`src/rtl/fetch_ctrl.sv`:
```
// Instruction fetch front end: issues one held-until-complete request at a time,
// presents {valid, pc, instr} to decode through an output register plus one pending slot.
module fetch_ctrl #(
  parameter logic [63:0] PC_RESET = 64'h0000_0000_8000_0000
) (
  input  logic        clk,
  input  logic        reset,
  output logic        ireq_valid,
  output logic [63:0] ireq_addr,
  input  logic        iresp_data_ok,
  input  logic [31:0] iresp_data,
  output logic        f_valid,
  output logic [63:0] f_pc,
  output logic [31:0] f_raw_instr,
  input  logic        stall,
  input  logic        jump,
  input  logic [63:0] pcsrc
);

  localparam logic [31:0] NOP = 32'h0000_0013;

  logic        ireq_valid_q, ireq_valid_d;
  logic [63:0] ireq_addr_q, ireq_addr_d;
  logic        f_valid_q, f_valid_d;
  logic [63:0] f_pc_q, f_pc_d;
  logic [31:0] f_raw_q, f_raw_d;
  logic        pend_valid_q, pend_valid_d;
  logic [63:0] pend_pc_q, pend_pc_d;
  logic [31:0] pend_raw_q, pend_raw_d;
  logic        drop_q, drop_d;
  logic [63:0] redir_pc_q, redir_pc_d;

  logic        fire_s, accept_s, redirect_s, slot_free_s;
  logic [63:0] target_s;

  always_comb begin
    fire_s       = ireq_valid_q & iresp_data_ok;
    accept_s     = f_valid_q & ~stall;
    redirect_s   = accept_s & jump;
    slot_free_s  = ~f_valid_q | accept_s;
    target_s     = {pcsrc[63:2], 2'b00};

    ireq_addr_d  = ireq_addr_q;
    f_valid_d    = f_valid_q;
    f_pc_d       = f_pc_q;
    f_raw_d      = f_raw_q;
    pend_valid_d = pend_valid_q;
    pend_pc_d    = pend_pc_q;
    pend_raw_d   = pend_raw_q;
    drop_d       = drop_q;
    redir_pc_d   = redir_pc_q;

    if (redirect_s) begin
      f_valid_d    = 1'b0;
      pend_valid_d = 1'b0;
      if (fire_s) begin
        ireq_addr_d = target_s;
        drop_d      = 1'b0;
      end else if (ireq_valid_q) begin
        // Wrong-path request still in flight: keep the bus stable, squash its response later.
        drop_d     = 1'b1;
        redir_pc_d = target_s;
      end else begin
        ireq_addr_d = target_s;
        drop_d      = 1'b0;
      end
    end else begin
      if (accept_s) begin
        if (pend_valid_q) begin
          f_valid_d    = 1'b1;
          f_pc_d       = pend_pc_q;
          f_raw_d      = pend_raw_q;
          pend_valid_d = 1'b0;
        end else begin
          f_valid_d = 1'b0;
        end
      end else begin
        f_valid_d = f_valid_q;
      end

      if (fire_s && drop_q) begin
        drop_d      = 1'b0;
        ireq_addr_d = redir_pc_q;
      end else if (fire_s) begin
        ireq_addr_d = ireq_addr_q + 64'd4;
        if (slot_free_s && !pend_valid_q) begin
          f_valid_d = 1'b1;
          f_pc_d    = ireq_addr_q;
          f_raw_d   = iresp_data;
        end else begin
          pend_valid_d = 1'b1;
          pend_pc_d    = ireq_addr_q;
          pend_raw_d   = iresp_data;
        end
      end else begin
        drop_d = drop_q;
      end
    end

    // Fetching pauses only while the pending slot is occupied.
    ireq_valid_d = ~pend_valid_d;
  end

  // State registers; every output is driven straight from one of these.
  always_ff @(posedge clk or negedge reset) begin
    if (!reset) begin
      ireq_valid_q <= 1'b0;
      ireq_addr_q  <= PC_RESET;
      f_valid_q    <= 1'b0;
      f_pc_q       <= 64'd0;
      f_raw_q      <= NOP;
      pend_valid_q <= 1'b0;
      pend_pc_q    <= 64'd0;
      pend_raw_q   <= NOP;
      drop_q       <= 1'b0;
      redir_pc_q   <= 64'd0;
    end else begin
      ireq_valid_q <= ireq_valid_d;
      ireq_addr_q  <= ireq_addr_d;
      f_valid_q    <= f_valid_d;
      f_pc_q       <= f_pc_d;
      f_raw_q      <= f_raw_d;
      pend_valid_q <= pend_valid_d;
      pend_pc_q    <= pend_pc_d;
      pend_raw_q   <= pend_raw_d;
      drop_q       <= drop_d;
      redir_pc_q   <= redir_pc_d;
    end
  end

  assign ireq_valid  = ireq_valid_q;
  assign ireq_addr   = ireq_addr_q;
  assign f_valid     = f_valid_q;
  assign f_pc        = f_pc_q;
  assign f_raw_instr = f_raw_q;

endmodule

```
`config.mk`:
```
export PLATFORM = sky130hd
export DESIGN_NAME = fetch_ctrl
export DESIGN_NICKNAME = d
export VERILOG_FILES = /design/src/rtl/fetch_ctrl.sv
export SDC_FILE = /design/constraint.sdc
export NUM_CORES = 1
export LEC_CHECK = 0
export BUFFER_PORTS_ARGS = -buffer_cell sky130_fd_sc_hd__buf_2
export CORE_ASPECT_RATIO = 1.25
export CORE_UTILIZATION = 40
export CTS_CLUSTER_SIZE = 30
export DETAILED_ROUTE_END_ITERATION = 10
export PLACE_DENSITY_LB_ADDON = 0.15
export SYNTH_ARGS = -nofsm -noshare
export SYNTH_HDL_FRONTEND = slang
export SYNTH_SLANG_ARGS = --single-unit
export TNS_END_PERCENT = 10
```
`constraint.sdc`:
```
create_clock -name clk -period 6.8 [get_ports clk]
set_clock_uncertainty 0.15 [all_clocks]
set_input_delay 1.02 -clock clk [delete_from_list [all_inputs] [get_ports clk]]
set_output_delay 1.02 -clock clk [all_outputs]
set_load 0.03 [all_outputs]
```
==> impl_results.md <==
* R2R Path End: ireq_addr[41]
* Reg2reg start: f_valid
* TritonCTS Buffers at 35
* LEAKAGE at roughly 7.5 nW
* Final max-slew violation count at 0
* Maximum clock rate at approximately 0.25 GHz
* Max_cap viols at 0
* Maximum buffer depth of the clock tree at 3
* Post-synth top flop: dfrtp_1
* YS warnings at 0
* Initial core utilization at between 40% and 50%
* Avg Cell Area, Syn at approximately 10 um^2
* Placed Area at around 0.016 mm^2
* Detailed Place HPWL at between 20000 and 30000 um
* Via count at ~12000
* Gpl congestion at approximately 0.78
* Seq cells post-synth at about 320
* Status: finished, final reports clean
* Clk sink count at between 300 and 400
* Syn Std Cell Area at approximately 0.015 mm^2
* Average wire per standard cell at approximately 21 um
* Reg2Reg Setup Slack at 2900 ps
* Tcrit/Tclk final at approximately three fifths
* Post-CTS sizing at 0
* Post-DRT Antenna Nets at 0
* Relative slew slack at a little under a fifth
* Critical path data arrival time at approximately 4200 ps
* First-pass GRT wire length at about 71000 um
* Design area at roughly 0.018 mm^2
* IO buf count at roughly 260
* VDD IR-drop max at 0.000251 V
* Synthesized netlist cell count at about 1400
* Power, Total at between 7 and 8 mW
* Largest net degree at the start of global routing at roughly 170
* Crit path to: ireq_addr[41]
* Worst EP required at around 7000 ps
* CP Launch Point: stall
* Die Y at about 220 um
* Die area at 0.0376 mm^2
* Number of vias per cell at 5.74
* Final Hold Viols at 0
* Area grow syn2layout at 18.9%
* Post-layout min period at 4010 ps
* Layout cells sized above 1 at between 30% and 40%
* RSZ-0062 raised after global routing: false
* Worst hold path class: in2async
* Initial antenna violation count at 10
* CP Launch Type: primary input
* Yosys cell types at 64
* Clock Pin Slew Worst Setup and Hold Paths at 60 ps
* # setup viols final at 0
* Vias in the first global route at about 12000
* Root buf cell: clkbuf_16
* DRT iter0 DRCs at 941
* Clk Latency, worst-skew pair at ~520 ps
* Die X at between 150 and 200 um
* Seq/Total Area, Yosys at 54.1%
* Worst Setup Path Type: in2reg
* Hold_buf cts at 0
* Setup TNS at 0 ps
* Slew @ Worst Pin at 1220 ps
* Final #Nets at ~1700
* Final core occ at 48.2%
* Htree depth at 2
* All-layer global routing usage at 24.0%
* Gr ovfl total at 0
* Crit. End Element: register
* Final WL at 44500 um
* CTS tree: yes
* Cell Pwr Density at 455 mW/mm^2
* Asr flop ratio synth at 100%
* Post-synth EDFFs at 0
* 1st-pass router iterations at 5
* Std cell rows at 78
* Setup Buffers After CTS at 0
* Core area at around 0.036 mm^2
* Reg2Reg Depth at 7
* # DRC at 0
* I/O pins at 263
* Crit Path Max Fanout at a little under 70
critical path: stages:
cell and delay [ps]:
buf_2 140, nand3b_1 140, buf_4 450, buf_4 770
nand2_1 830, or4_1 650, o221ai_1 80, a21oi_1 100
sequential cells by signal, summed over array words and instances, names as in the netlist:
signal / cells
ireq_valid: 1
f_raw_instr: 32
drop_q: 1
pend_valid_q: 1
ireq_addr: 62
pend_raw_q: 32
f_valid: 1
f_pc: 64
redir_pc_q: 62
pend_pc_q: 62
cells in the mapped netlist, types with 15 or more instances:
| cell | instances | area, um^2 |
|---|---|---|
| a221oi_1 | 16 | 140 |
| dfrtp_1 | 311 | 7780 |
| nor3_1 | 17 | 85.1 |
| clkbuf_1 | 94 | 353 |
| a21oi_1 | 130 | 651 |
| nor4_1 | 15 | 93.8 |
| nand4_1 | 18 | 113 |
| nand2_1 | 68 | 255 |
| o21ai_0 | 63 | 315 |
| nor2_1 | 182 | 683 |
| xnor2_1 | 16 | 140 |
| mux2_2 | 150 | 1690 |
| nand3_1 | 35 | 175 |
| o22ai_1 | 116 | 726 |
final cells by class:
| type | instances | area (um^2) |
|---|---|---|
| Fill cell | 3463 | 18800 |
| Inverter | 8 | 30.0 |
| Timing Repair Buffer | 274 | 1430 |
| Multi-Input combinational cell | 973 | 6310 |
| Tap cell | 480 | 601 |
| Antenna cell | 4 | 10.0 |
| Clock inverter | 6 | 36.3 |
| Sequential cell | 318 | 7970 |
| Clock buffer | 57 | 1130 |
metrics by stage:
step	std cells	setup slack [ps]	hold slack (ps)
6_report	2120	2790	305
5_1_grt	2118	2610	359
4_1_cts	2116	2790	330
3_5_place_dp	2053	2260	321
3_3_place_gp	2053	2280	311
2_1_floorplan	1423	4140	300
layer usage:
layer / up-vias / track usage (%) / wire (um)
met2: 395 / 39.4 / 20900
met3: 75 / 4.63 / 2720
met4: 10 / 6.84 / 1060
met1: 6103 / 32.3 / 19700
li1: 5595 / - / -
met5: - / 0 / 65
layout by cell type (no fill, tap or decap), types with 5 or more instances in the layout:
master       n
a211oi_1    12
a21oi_1    130
a221oi_1    16
a22o_1       6
a22oi_1     10
a31oi_1      9
and3_1      10
and4_1       7
buf_2      257
buf_4       15
clkbuf_1     7
clkbuf_16   37
clkbuf_8    13
dfrtp_1    311
dfstp_2      7
inv_1        8
mux2_2     150
nand2_1     67
nand3_1     34
nand4_1     18
nor2_1     180
nor3_1      17
nor4_1      15
o21ai_0     63
o22ai_1    116
or3_1        5
xnor2_1     16
xor2_1      12
worst min-delay path by stage:
stage | startpoint | endpoint | slack (ps) | cells past startpoint
2_1_floorplan | pend_pc_q[17] | pend_pc_q[17] | 300 | 2
3_3_place_gp | pend_pc_q[6] | pend_pc_q[6] | 310 | 2
6_report | reset | pend_raw_q[5] | 310 | 1
4_1_cts | reset | pend_raw_q[3] | 330 | 1
5_1_grt | reset | f_raw_instr[5] | 360 | 1
3_5_place_dp | pend_pc_q[6] | pend_pc_q[6] | 320 | 2
power by group:
part / switching [mW] / internal [mW] / leakage, nW
combinational: 1.69 / 1.01 / 3.21
sequential: 0.668 / 2.69 / 3.76
clock: 0.778 / 1.14 / 0.578
cells by family (layout without fill, tap and decap cells):
logic type,count (synthesis),count (layout),synth area share [%]
AO/OA/AOI/OAI,403,403,16.6
XOR/XNOR,28,28,1.66
adder cells (fa/ha/maj),1,1,0.0849
buffers and inverters,132,345,3.53
flip-flops,318,318,54.1
multiplexers,155,155,11.8
other,1,6,0.0255
AND/OR/NAND/NOR,384,384,12.2
Note: power is estimated with default switching activity, not from simulation.
